==> src/rtl/serial_sub_ctrl.sv <==
// rtl/serial_sub_ctrl.sv - bit-serial subtractor, one full-subtractor cell, LSB first (optional SERIAL_SUB_OVF_EN)
module serial_sub_ctrl #(
    parameter int WIDTH = 8
) (
    input  logic             clk,
    input  logic             rst_n,
    input  logic             start,
    input  logic [WIDTH-1:0] a,
    input  logic [WIDTH-1:0] b,
    input  logic             bin,
    output logic             busy,
    output logic             done,
    output logic [WIDTH-1:0] diff,
`ifdef SERIAL_SUB_OVF_EN
    output logic             bout,
    output logic             ovf
`else
    output logic             bout
`endif
);

    localparam int CW = (WIDTH > 1) ? $clog2(WIDTH) : 1;

    typedef enum logic [1:0] {
        IDLE = 2'd0,
        RUN  = 2'd1,
        DONE = 2'd2
    } state_t;

    state_t           state;
    logic [CW-1:0]    cnt;
    logic [WIDTH-1:0] a_r;
    logic [WIDTH-1:0] b_r;
    logic             br;

    logic             x_bit;
    logic             y_bit;
    logic             d_bit;
    logic             br_nxt;
    logic             last_bit;

    // Full-subtractor cell on the bit currently selected by the counter
    always_comb begin
        x_bit    = a_r[cnt];
        y_bit    = b_r[cnt];
        d_bit    = x_bit ^ y_bit ^ br;
        br_nxt   = (~x_bit & y_bit) | (~(x_bit ^ y_bit) & br);
        last_bit = (cnt == CW'(WIDTH - 1));
    end

    // The borrow register doubles as the final borrow-out once DONE is reached
    assign bout = br;

    // Control FSM plus the serial datapath; reset abandons any operation in flight
    always_ff @(posedge clk) begin
        if (!rst_n) begin
            state <= IDLE;
            cnt   <= '0;
            a_r   <= '0;
            b_r   <= '0;
            br    <= 1'b0;
            diff  <= '0;
            busy  <= 1'b0;
            done  <= 1'b0;
`ifdef SERIAL_SUB_OVF_EN
            ovf   <= 1'b0;
`endif
        end else begin
            case (state)
                IDLE: begin
                    done <= 1'b0;
                    if (start) begin
                        a_r   <= a;
                        b_r   <= b;
                        br    <= bin;
                        cnt   <= '0;
                        diff  <= '0;
                        busy  <= 1'b1;
`ifdef SERIAL_SUB_OVF_EN
                        ovf   <= 1'b0;
`endif
                        state <= RUN;
                    end
                end
                RUN: begin
                    diff[cnt] <= d_bit;
                    br        <= br_nxt;
                    cnt       <= cnt + 1'b1;
                    if (last_bit) begin
`ifdef SERIAL_SUB_OVF_EN
                        ovf   <= (a_r[WIDTH-1] ^ b_r[WIDTH-1]) & (a_r[WIDTH-1] ^ d_bit);
`endif
                        done  <= 1'b1;
                        state <= DONE;
                    end
                end
                DONE: begin
                    done  <= 1'b0;
                    busy  <= 1'b0;
                    cnt   <= '0;
                    state <= IDLE;
                end
                default: begin
                    done  <= 1'b0;
                    busy  <= 1'b0;
                    cnt   <= '0;
                    state <= IDLE;
                end
            endcase
        end
    end

endmodule

==> config.mk <==
export PLATFORM = sky130hd
export DESIGN_NAME = serial_sub_ctrl
export DESIGN_NICKNAME = d
export VERILOG_FILES = /design/src/rtl/serial_sub_ctrl.sv
export SDC_FILE = /design/constraint.sdc
export NUM_CORES = 1
export LEC_CHECK = 0
export BUFFER_PORTS_ARGS = -buffer_cell sky130_fd_sc_hd__clkbuf_2
export CORE_ASPECT_RATIO = 1.2
export CORE_MARGIN = 8
export CORE_UTILIZATION = 55
export CTS_CLUSTER_SIZE = 24
export DETAILED_ROUTE_END_ITERATION = 6
export PLACE_DENSITY = 0.8
export RECOVER_POWER = 25
export REMOVE_ABC_BUFFERS = 1
export SLEW_MARGIN = 20
export SYNTH_ARGS = -nofsm -noshare
export SYNTH_HDL_FRONTEND = slang
export SYNTH_SLANG_ARGS = --single-unit
==> constraint.sdc <==
create_clock -name clk -period 5.52 [get_ports clk]
set_input_delay 0 -clock clk [delete_from_list [all_inputs] [get_ports clk]]
set_output_delay 0 -clock clk [all_outputs]
set_load 0.02 [all_outputs]
==> results of run 1 <==
## worst paths after layout
check	startpoint	endpoint	slack [ps]	cells after the start
max reg2reg	cnt[1]$_SDFFE_PN0P_	diff[7]$_SDFFE_PN0P_	2980	7
max	cnt[1]$_SDFFE_PN0P_	diff[7]$_SDFFE_PN0P_	2980	7
min	start	state[0]$_SDFFE_PN0P_	40	3
min reg2reg	b_r[0]$_SDFFE_PN0P_	b_r[0]$_SDFFE_PN0P_	470	2
## cells by family (layout without fill, tap and decap cells)
logic type      after synthesis  in the layout  synth area share (%)
compound gates               46             46                  21.8
fa+ha+maj                     3              3                  2.92
buf+inv                      19             57                  6.74
flops                        32             32                  41.6
mux                           7              7                  4.63
simple gates                 73             73                  22.3
## layer usage
metal  track usage (%)  part of all wire (%)  wire, um  vias to the layer above
met1              16.5                    41      1450                      635
met3              6.78                   7.8       275                        6
met2              27.9                    50      1750                       40
met5                 0                     0         0                        -
li1                  -                     -         -                      697
met4              5.58                   1.2        42                        0
## power by group through the flow
stage                     Combinational, mW  Sequential (mW)  Clock, mW
after floorplan                      0.0334            0.255          0
after global placement               0.0525            0.255          0
after detailed placement             0.0548            0.255          0
after CTS                            0.0636            0.250      0.124
after global routing                 0.0718            0.251      0.134
final                                0.0642            0.250      0.122
## sequential cells by signal, summed over array words and instances (netlist names)
| signal | flops |
|---|---|
| a_r | 8 |
| b_r | 8 |
| bout | 1 |
| busy | 1 |
| cnt | 3 |
| diff | 8 |
| done | 1 |
| state | 2 |
## final cells by class
| class | count | area (um^2) | share of cell area [%] |
|---|---|---|---|
| flip-flops and latches | 32 | 641 | 34.8 |
| multi-input cells | 129 | 797 | 43.3 |
| clock inverters | 1 | 5.00 | 0.272 |
| inverters | 4 | 15.0 | 0.816 |
| clock buffers | 6 | 41.3 | 2.24 |
| repair buffers | 46 | 298 | 16.2 |
| well taps | 34 | 42.5 | 2.31 |
## synthesized netlist by cell type, types with 2 or more instances
cell type  count  area [um^2]
a21boi_0      13         97.6
a21boi_1      11         82.6
a21oi_1        5         25.0
a31oi_1        2         12.5
and2_2         2         15.0
and3_1         2         12.5
buf_2          7         35.0
buf_4          2         15.0
buf_6          2         22.5
clkbuf_1       3         11.3
dfxtp_1       32          641
ha_1           2         25.0
inv_1          4         15.0
mux2i_1        6         60.1
nand2_1       37          139
nand2b_1       2         12.5
nand3_1        7         35.0
nand4_1        2         12.5
nor2_1        11         41.3
nor2b_1        3         18.8
nor3b_1        2         15.0
o211ai_1       6         45.0
o21ai_0        2         10.0
o311ai_1       2         17.5
## repair_timing
item / CTS / global route
endpoints found under the hold margin: 16 / 0
setup endpoints to repair: 0 / 0
hold buffers: 16 / 0
## critical path, cell delays in order (launching register included)
cell	delay, ps
dfxtp_1	710
mux2i_1	250
a2bb2oi_1	160
nor2_1	60
a221o_1	290
fa_1	660
nand4_1	120
a21boi_0	210
## through the flow
| step | total power, mW | hold WS [ps] | cell area (um^2) | setup slack, ps |
|---|---|---|---|---|
| finish | 0.436 | 44.8 | 1840 | 2980 |
| floorplan | 0.288 | 128 | 1450 | 3300 |
| detailed placement | 0.310 | 228 | 1650 | 2990 |
| global route | 0.457 | 94.9 | 1840 | 2790 |
| global placement | 0.307 | 222 | 1650 | 3130 |
| CTS | 0.437 | 41.0 | 1850 | 2960 |
==> flow_summary_export.csv, run 1 <==
group,metric,value,unit
final_layout,layout-drive-gt1-share,14.7,%
power,pwr-share-comb,14.7,%
clocking,cts_repair_resize_count,0,
grt,grt_pass1_wl,6140,um
setup_path,end_kind,"flop",
place,routabilityCongestion,0.825,
power,sw_frac_of_total,27.1,%
synth,syn_inst,180,
timing,setup_viol,0,
power,irDropWorstVdd,0.181,mV
die,dieArea,4760,um^2
hold_path,worstHoldPathType,"primary input to flop",
die,chipHeight,74.0,um
clocking,cts_buffer_depth,2,
routing,wl_per_cell,14.0,um
power,clockPowerShare,28.0,%
setup_path,worstPathArrival,2790,ps
synth,yosys_warnings,0,
clocking,clock_sinks,32,
timing,fin_crit_sh,46.1,%
clocking,tritoncts,"built",
timing,max_freq,393,MHz
routing,vias_per_cell,5.47,
grt,grt_pass1_vias,1393,
clocking,path_clk_slew,100,ps
power,p_sw,118,uW
final_layout,layout_commonest_cell,"nand2_1",
setup_path,crit_fanout,18,
synth,syn_avg_cell_area,8.56,um^2
timing,slew-limit-headroom,58.9,%
timing,final_max_slew_viol_count,0,
timing,rsz0062_at_grt,"no",
synth,seq_area_frac_synth,41.6,%
timing,tns,0,ps
clocking,clk_latency,330,ps
die,die_w,64.3,um
place,port_buffers,30,
grt,grt.overflow.total,0,
power,p_seq_share,57.3,%
timing,hold_viol_final,0,
job,cap_viol_max_count,0,
status,status,"finished, final reports clean",
clocking,post_cts.repair.setup_buffers,0,
place,placed_cells,229,
final_layout,diodes,0,
synth,syn_area,1540,um^2
timing,period_needed,2540,ps
routing,via_count,1378,
routing,dr.pass1.iters,4,
final_layout,finalNonFillerCells,252,
power,intPower,318,uW
clocking,root_buffer,"clkbuf_4",
die,io_pins,31,
routing,route.antenna.remaining_nets,0,
routing,routed_wl,3520,um
final_layout,utilization,67.3,%
synth,synthArstFlopShare,0,%
final_layout,mostFrequentLayoutCells,"nand2_1, dfxtp_1, clkbuf_2",
synth,synth.distinct_cells,37,
grt,grt_max_degree,30,
routing,drt_iter0_drc,37,
clocking,cts_made_buffers,5,
place,dp_hpwl,2310,um
timing,worstMarginPinSlew,616,ps
setup_path,path_class,"flop to flop",
final_layout,syn_to_final_growth,19.3,%
final_layout,nets,241,
setup_path,required,5760,ps
synth,synthFlopType,"dfxtp_1",
final_layout,fill_cells,225,
routing,drcViolationCount,0,
die,rows,21,
clocking,htreeDepth,2,
grt,grt_util_all_layers,15.8,%
power,total_leakage_power,0.723,nW
setup_path,critPathLaunchType,"flop",
synth,synth-edff-count,0,
die,start_util,56.4,%
grt,antenna_found_initial,0,
power,p_per_area,237,nW/um^2
timing,finClkSkew,6.38,ps
synth,ys_ff_latch,32,
die,coreArea,2730,um^2
(Power assumes the default switching activity.)
==> run 2, diff against run 1 <==
--- a/config.mk
+++ b/config.mk
@@ -8,10 +8,10 @@
 export BUFFER_PORTS_ARGS = -buffer_cell sky130_fd_sc_hd__clkbuf_2
 export CORE_ASPECT_RATIO = 1.2
 export CORE_MARGIN = 8
-export CORE_UTILIZATION = 55
+export CORE_UTILIZATION = 53
 export CTS_CLUSTER_SIZE = 24
 export DETAILED_ROUTE_END_ITERATION = 6
-export PLACE_DENSITY = 0.8
+export PLACE_DENSITY = 0.77
 export RECOVER_POWER = 25
 export REMOVE_ABC_BUFFERS = 1
 export SLEW_MARGIN = 20
==> constraint.sdc (replaced) <==
create_clock -name clk -period 2.6 [get_ports clk]
set_input_delay 0 -clock clk [delete_from_list [all_inputs] [get_ports clk]]
set_output_delay 0 -clock clk [all_outputs]
set_load 0.02 [all_outputs]
==> flow_summary_export.csv, run 2 (same netlist as run 1, synthesis figures left out) <==
group,metric,value,unit
power,clockPowerShare,38.9,%
die,dieArea,4900,um^2
clocking,clock_sinks,32,
setup_path,path_class,"flop to flop",
grt,grt_pass1_wl,5760,um
clocking,cts_buffer_depth,2,
power,sw_frac_of_total,23.7,%
timing,rsz0062_at_grt,"no",
routing,via_count,1381,
setup_path,worst_path_largest_cell_delay,640,ps
grt,grt_pass1_vias,1335,
clocking,tritoncts,"built",
routing,drt_iter0_drc,29,
setup_path,crit_fanout,11,
routing,wl_met2,1710,um
routing,vias_per_cell,5.44,
setup_path,r2r_end,"diff[7]$_SDFFE_PN0P_",
die,io_pins,31,
final_layout,finalNonFillerCells,254,
die,coreArea,2790,um^2
die,start_util,55.3,%
die,die_w,65.2,um
power,pwr-share-comb,12.6,%
setup_path,worstPathArrival,2660,ps
timing,hold_viol_final,0,
hold_path,worstHoldPathType,"primary input to flop",
timing,period_needed,2410,ps
setup_path,required,2860,ps
setup_path,cp_num_buf_inv,1,
routing,routed_wl,3490,um
routing,top_layer,"met4",
setup_path,slowest_stage,"fa_1",
status,status,"finished, final reports clean",
hold_path,holdPathEnd,"state[0]$_SDFFE_PN0P_",
final_layout,nets,242,
die,chipHeight,75.1,um
setup_path,worstRegToRegCells,8,
setup_path,crit_path_cell_trace,"buf_4 -> nor2b_1 -> and3_1 -> a31oi_1 -> o311a_1 -> fa_1 -> nand4_1 -> a21boi_0",
timing,setup_viol,0,
routing,route.antenna.remaining_nets,0,
power,intPower,831,uW
place,port_buffers,30,
setup_path,critPathLaunchType,"flop",
power,total_leakage_power,0.752,nW
final_layout,syn_to_final_growth,23.1,%
place,dp_hpwl,2340,um
clocking,root_buffer,"clkbuf_4",
setup_path,end_kind,"flop",
routing,wl_met1,1460,um
clocking,clk_latency,340,ps
power,p_per_area,575,nW/um^2
final_layout,layout-drive-gt1-share,16.4,%
place,placed_cells,230,
routing,wl_per_cell,13.8,um
timing,max_freq,416,MHz
final_layout,reg_top3,"a_r (8), b_r (8), diff (8)",
power,p_seq_share,48.5,%
clocking,cts_made_buffers,5,
grt,grt_max_degree,30,
job,cap_viol_max_count,0,
clocking,htreeDepth,2,
timing,fin_crit_sh,92.5,%
timing,slew-limit-headroom,60.0,%
grt,antenna_found_initial,0,
setup_path,r2r_setup_slack,190,ps
routing,dr.pass1.iters,4,
timing,finClkSkew,7.74,ps
clocking,post_cts.repair.setup_buffers,0,
timing,final_max_slew_viol_count,0,
power,irDropWorstVdd,0.451,mV
setup_path,rr_startpoint,"cnt[1]$_SDFFE_PN0P_",
routing,wl_met3,272,um
die,rows,21,
final_layout,mostFrequentLayoutCells,"nand2_1, dfxtp_1, clkbuf_2",
final_layout,layout_commonest_cell,"nand2_1",
place,routabilityCongestion,0.877,
grt,grt.overflow.total,0,
hold_path,min-delay-start,"start",
grt,grt_util_all_layers,15.3,%
setup_path,critPathTopFamily,"adder cells",
routing,drcViolationCount,0,
final_layout,diodes,0,
power,p_sw,259,uW
hold_path,holdPathStages,3,
timing,worstMarginPinSlew,600,ps
timing,tns,0,ps
clocking,path_clk_slew,100,ps
[run 2: final cells by class]
cell class	instances	area, um^2
Clock inverter	1	30.0
Fill cell	245	888
Timing Repair Buffer	47	305
Clock buffer	7	65.1
Sequential cell	32	642
Tap cell	34	42.5
Inverter	4	15.0
Multi-Input combinational cell	129	797
[run 2: through the flow]
stage | cell area [um^2] | hold WS, ps | setup slack (ps) | total power [mW] | util, %
3_5_place_dp | 1650 | 228 | 139 | 0.658 | 59.3
4_1_cts | 1910 | 13.9 | 70.3 | 1.10 | 68.5
2_1_floorplan | 1450 | 128 | 379 | 0.612 | -
5_1_grt | 1900 | 32.3 | 2.53 | 1.14 | 68.1
6_report | 1900 | 35.5 | 195 | 1.09 | 68.1
3_3_place_gp | 1650 | 222 | 258 | 0.653 | 59.3
[run 2: power by group through the flow]
stage,registers [mW],clock network (mW),logic [mW]
finish,0.529,0.424,0.137
global route,0.532,0.455,0.152
CTS,0.529,0.435,0.138
detailed placement,0.540,0,0.118
global placement,0.539,0,0.113
floorplan,0.542,0,0.0709
[run 2: worst register-to-register path, cell delays in order, from the launching register on]
cell and delay, ps:
dfxtp_1 530, buf_4 240, nor2b_1 230, and3_1 180, a31oi_1 40, o311a_1 140, fa_1 640, nand4_1 140
a21boi_0 180
[run 2: worst max path at each step]
stage                             start              endpoint  depth (start not counted)
floorplan           cnt[1]$_SDFFE_PN0P_  diff[6]$_SDFFE_PN0P_                          7
global placement    cnt[2]$_SDFFE_PN0P_  diff[7]$_SDFFE_PN0P_                          6
detailed placement  cnt[2]$_SDFFE_PN0P_  diff[3]$_SDFFE_PN0P_                          6
CTS                 cnt[2]$_SDFFE_PN0P_  diff[7]$_SDFFE_PN0P_                          6
global route        cnt[1]$_SDFFE_PN0P_  diff[3]$_SDFFE_PN0P_                          8
finish              cnt[1]$_SDFFE_PN0P_  diff[7]$_SDFFE_PN0P_                          8
[run 2: what timing repair did]
action / 4_1_cts / 5_1_grt
hold buffers: 16 / 0
hold endpoints to repair: 16 / 0
gates resized for setup: 0 / 1
endpoints found under the setup margin: 0 / 6
[run 2: per-layer routing]
metal	vias to the layer above	global-route usage (%)
met5	-	0
met4	0	7.52
met3	5	7.29
met2	41	26.0
met1	638	15.4
li1	697	-
==> run 3, diff against run 2 <==
--- a/config.mk
+++ b/config.mk
@@ -5,13 +5,14 @@
 export SDC_FILE = /design/constraint.sdc
 export NUM_CORES = 1
 export LEC_CHECK = 0
+export ABC_AREA = 1
 export BUFFER_PORTS_ARGS = -buffer_cell sky130_fd_sc_hd__clkbuf_2
 export CORE_ASPECT_RATIO = 1.2
 export CORE_MARGIN = 8
 export CORE_UTILIZATION = 53
 export CTS_CLUSTER_SIZE = 24
 export DETAILED_ROUTE_END_ITERATION = 6
-export PLACE_DENSITY = 0.77
+export PLACE_DENSITY = 0.78
 export RECOVER_POWER = 25
 export REMOVE_ABC_BUFFERS = 1
 export SLEW_MARGIN = 20
==> flow_summary_export.csv, run 3 <==
group,metric,value,unit
status,status,"finished, final reports clean",
routing,drcViolationCount,0,
timing,setup_viol,0,
final_layout,utilization,66.5,%
final_layout,nets,293,
routing,via_count,1433,
timing,finClkSkew,7.78,ps
setup_path,required,2860,ps
die,dieArea,4750,um^2
hold_path,worstHoldPathType,"primary input to flop",
setup_path,r2r_setup_slack,550,ps
clocking,tritoncts,"built",
timing,hold_viol_final,0,
die,die_w,64.3,um
synth,ys_ff_latch,32,
routing,wl_per_cell,10.4,um
hold_path,min-delay-start,"start",
routing,drt_iter0_drc,32,
setup_path,rr_startpoint,"cnt[0]$_SDFFE_PN0P_",
place,routabilityCongestion,0.884,
die,coreArea,2730,um^2
timing,timing.hold.ws,73.2,ps
die,start_util,54.3,%
routing,vias_per_cell,4.75,
clocking,cts_buffer_depth,2,
final_layout,multi_input_area,729,um^2
power,p_per_area,544,nW/um^2
power,irDropWorstVdd,0.471,mV
job,cap_viol_max_count,0,
routing,dr.pass1.iters,4,
clocking,cts_made_buffers,5,
place,dp_hpwl,2130,um
routing,route.antenna.remaining_nets,0,
setup_path,critPathLaunchType,"flop",
synth,synth.area.top_cells,"dfxtp_1, nand2_1, nor2_1",
setup_path,end_kind,"flop",
hold_path,holdPathEnd,"cnt[2]$_SDFFE_PN0P_",
final_layout,layout_commonest_cell,"nand2_1",
final_layout,finalNonFillerCells,302,
place,port_buffers,30,
clocking,clock_sinks,32,
setup_path,path_class,"flop to flop",
final_layout,diodes,0,
synth,synthArstFlopShare,0,%
timing,tns,0,ps
grt,grt_pass1_wl,5460,um
timing,fin_crit_sh,78.8,%
setup_path,worstRegToRegCells,12,
grt,grt_pass1_vias,1359,
timing,period_needed,2050,ps
synth,synth.distinct_cells,19,
synth,synthFlopType,"dfxtp_1",
synth,seq_area_frac_synth,43.2,%
clocking,clk_latency,320,ps
timing,slew-limit-headroom,69.2,%
timing,final_max_slew_viol_count,0,
final_layout,mostFrequentLayoutCells,"nand2_1, nor2_1, dfxtp_1",
timing,max_freq,488,MHz
synth,netlist_top_cells_count,"nand2_1, nor2_1, dfxtp_1",
synth,yosys.area.top_type,"dfxtp_1",
setup_path,crit_fanout,12,
routing,routed_wl,3150,um
synth,yosys_warnings,0,
place,place_area,1620,um^2
power,total_leakage_power,0.877,nW
synth,synth.most_common_cell,"nand2_1",
final_layout,fill_cells,265,
clocking,htreeDepth,2,
die,io_pins,31,
final_layout,final_area,1820,um^2
synth,yosys.area.top_type_share,43.2,%
grt,grt.overflow.total,0,
clocking,path_clk_slew,80,ps
die,chipHeight,73.9,um
final_layout,reg_top3,"a_r (8), b_r (8), diff (8)",
synth,syn_inst,224,
clocking,root_buffer,"clkbuf_4",
synth,syn_avg_cell_area,6.62,um^2
die,rows,21,
grt,grt_util_all_layers,14.0,%
grt,antenna_found_initial,0,
timing,rsz0062_at_grt,"no",
grt,grt_max_degree,29,
synth,syn_area,1480,um^2
synth,synth-edff-count,0,
hold_path,holdPathStages,4,
clocking,cts_repair_resize_count,0,
setup_path,worstPathArrival,2310,ps
timing,worstMarginPinSlew,462,ps
setup_path,r2r_end,"diff[4]$_SDFFE_PN0P_",
final_layout,layout-drive-gt1-share,12.3,%
final_layout,syn_to_final_growth,22.6,%
place,placed_cells,280,
final_layout,ff_latch_area,641,um^2
-- run 3: cell types whose count changed in the layout (fill, tap and decap cells not counted), moves of 3 or more --
cell / change
inv_2: +4
o21ai_0: +16
nor2_1: +44
inv_1: +6
o211ai_1: -6
a21boi_1: -11
nand2_1: +38
nor2b_1: -3
mux2i_1: -6
a21boi_0: -13
-- run 3: worst max-delay path: stages, from the launching register on --
cell and delay, ps:
dfxtp_1 510, inv_2 180, nand2_1 90, nand2_1 50, nand2_1 50, nand2_1 50
nand2_1 50, nand2_1 70, fa_1 610, inv_1 110, nand2_1 80, nand2_1 50
nor2_1 100
-- run 3: per-layer routing --
metal | routed length [um] | part of all wire, % | track usage [%] | vias up
li1 | - | - | - | 780
met1 | 1370 | 44 | 13.7 | 618
met2 | 1540 | 49 | 26.1 | 28
met3 | 185 | 5.9 | 5.42 | 7
met4 | 51 | 1.6 | 5.10 | 0
met5 | 0 | 0 | 0 | -
-- run 3: layout make-up --
cell class                      instances  share of cell area [%]
Multi-Input combinational cell        169                    40.1
Sequential cell                        32                    35.2
Timing Repair Buffer                   48                    17.3
Inverter                               14                    2.89
Tap cell                               34                    2.34
Clock buffer                            5                    2.06
-- run 3: logic make-up after synthesis --
group,after synthesis,synth area share [%]
simple gates,139,36.6
buf+inv,23,7.59
flops,32,43.2
fa+ha+maj,3,3.04
compound gates,27,9.54
-- run 3: report_power, final --
group          switching [mW]  leakage, nW  internal (mW)
registers              0.0219        0.263          0.524
logic                   0.126        0.591         0.0808
clock network           0.145       0.0230         0.0901
total                   0.293        0.877          0.695
-- run 3: how the worst max path moves through the flow --
stage	endpoint	start	depth (start not counted)
2_1_floorplan	diff[2]$_SDFFE_PN0P_	cnt[0]$_SDFFE_PN0P_	12
3_3_place_gp	diff[2]$_SDFFE_PN0P_	cnt[0]$_SDFFE_PN0P_	12
3_5_place_dp	diff[4]$_SDFFE_PN0P_	cnt[0]$_SDFFE_PN0P_	12
4_1_cts	diff[4]$_SDFFE_PN0P_	cnt[0]$_SDFFE_PN0P_	12
5_1_grt	diff[4]$_SDFFE_PN0P_	cnt[0]$_SDFFE_PN0P_	12
6_report	diff[4]$_SDFFE_PN0P_	cnt[0]$_SDFFE_PN0P_	12
-- run 3: metrics by stage --
stage / power (mW) / setup slack (ps)
floorplan: 0.686 / 693
global placement: 0.742 / 651
detailed placement: 0.746 / 586
CTS: 0.997 / 561
global route: 1.05 / 338
finish: 0.988 / 552
-- run 3: repair_timing --
action	4_1_cts	5_1_grt
buffers inserted	0	0
hold buffers	17	0
endpoints found under the setup margin	0	0
hold endpoints to repair	17	0
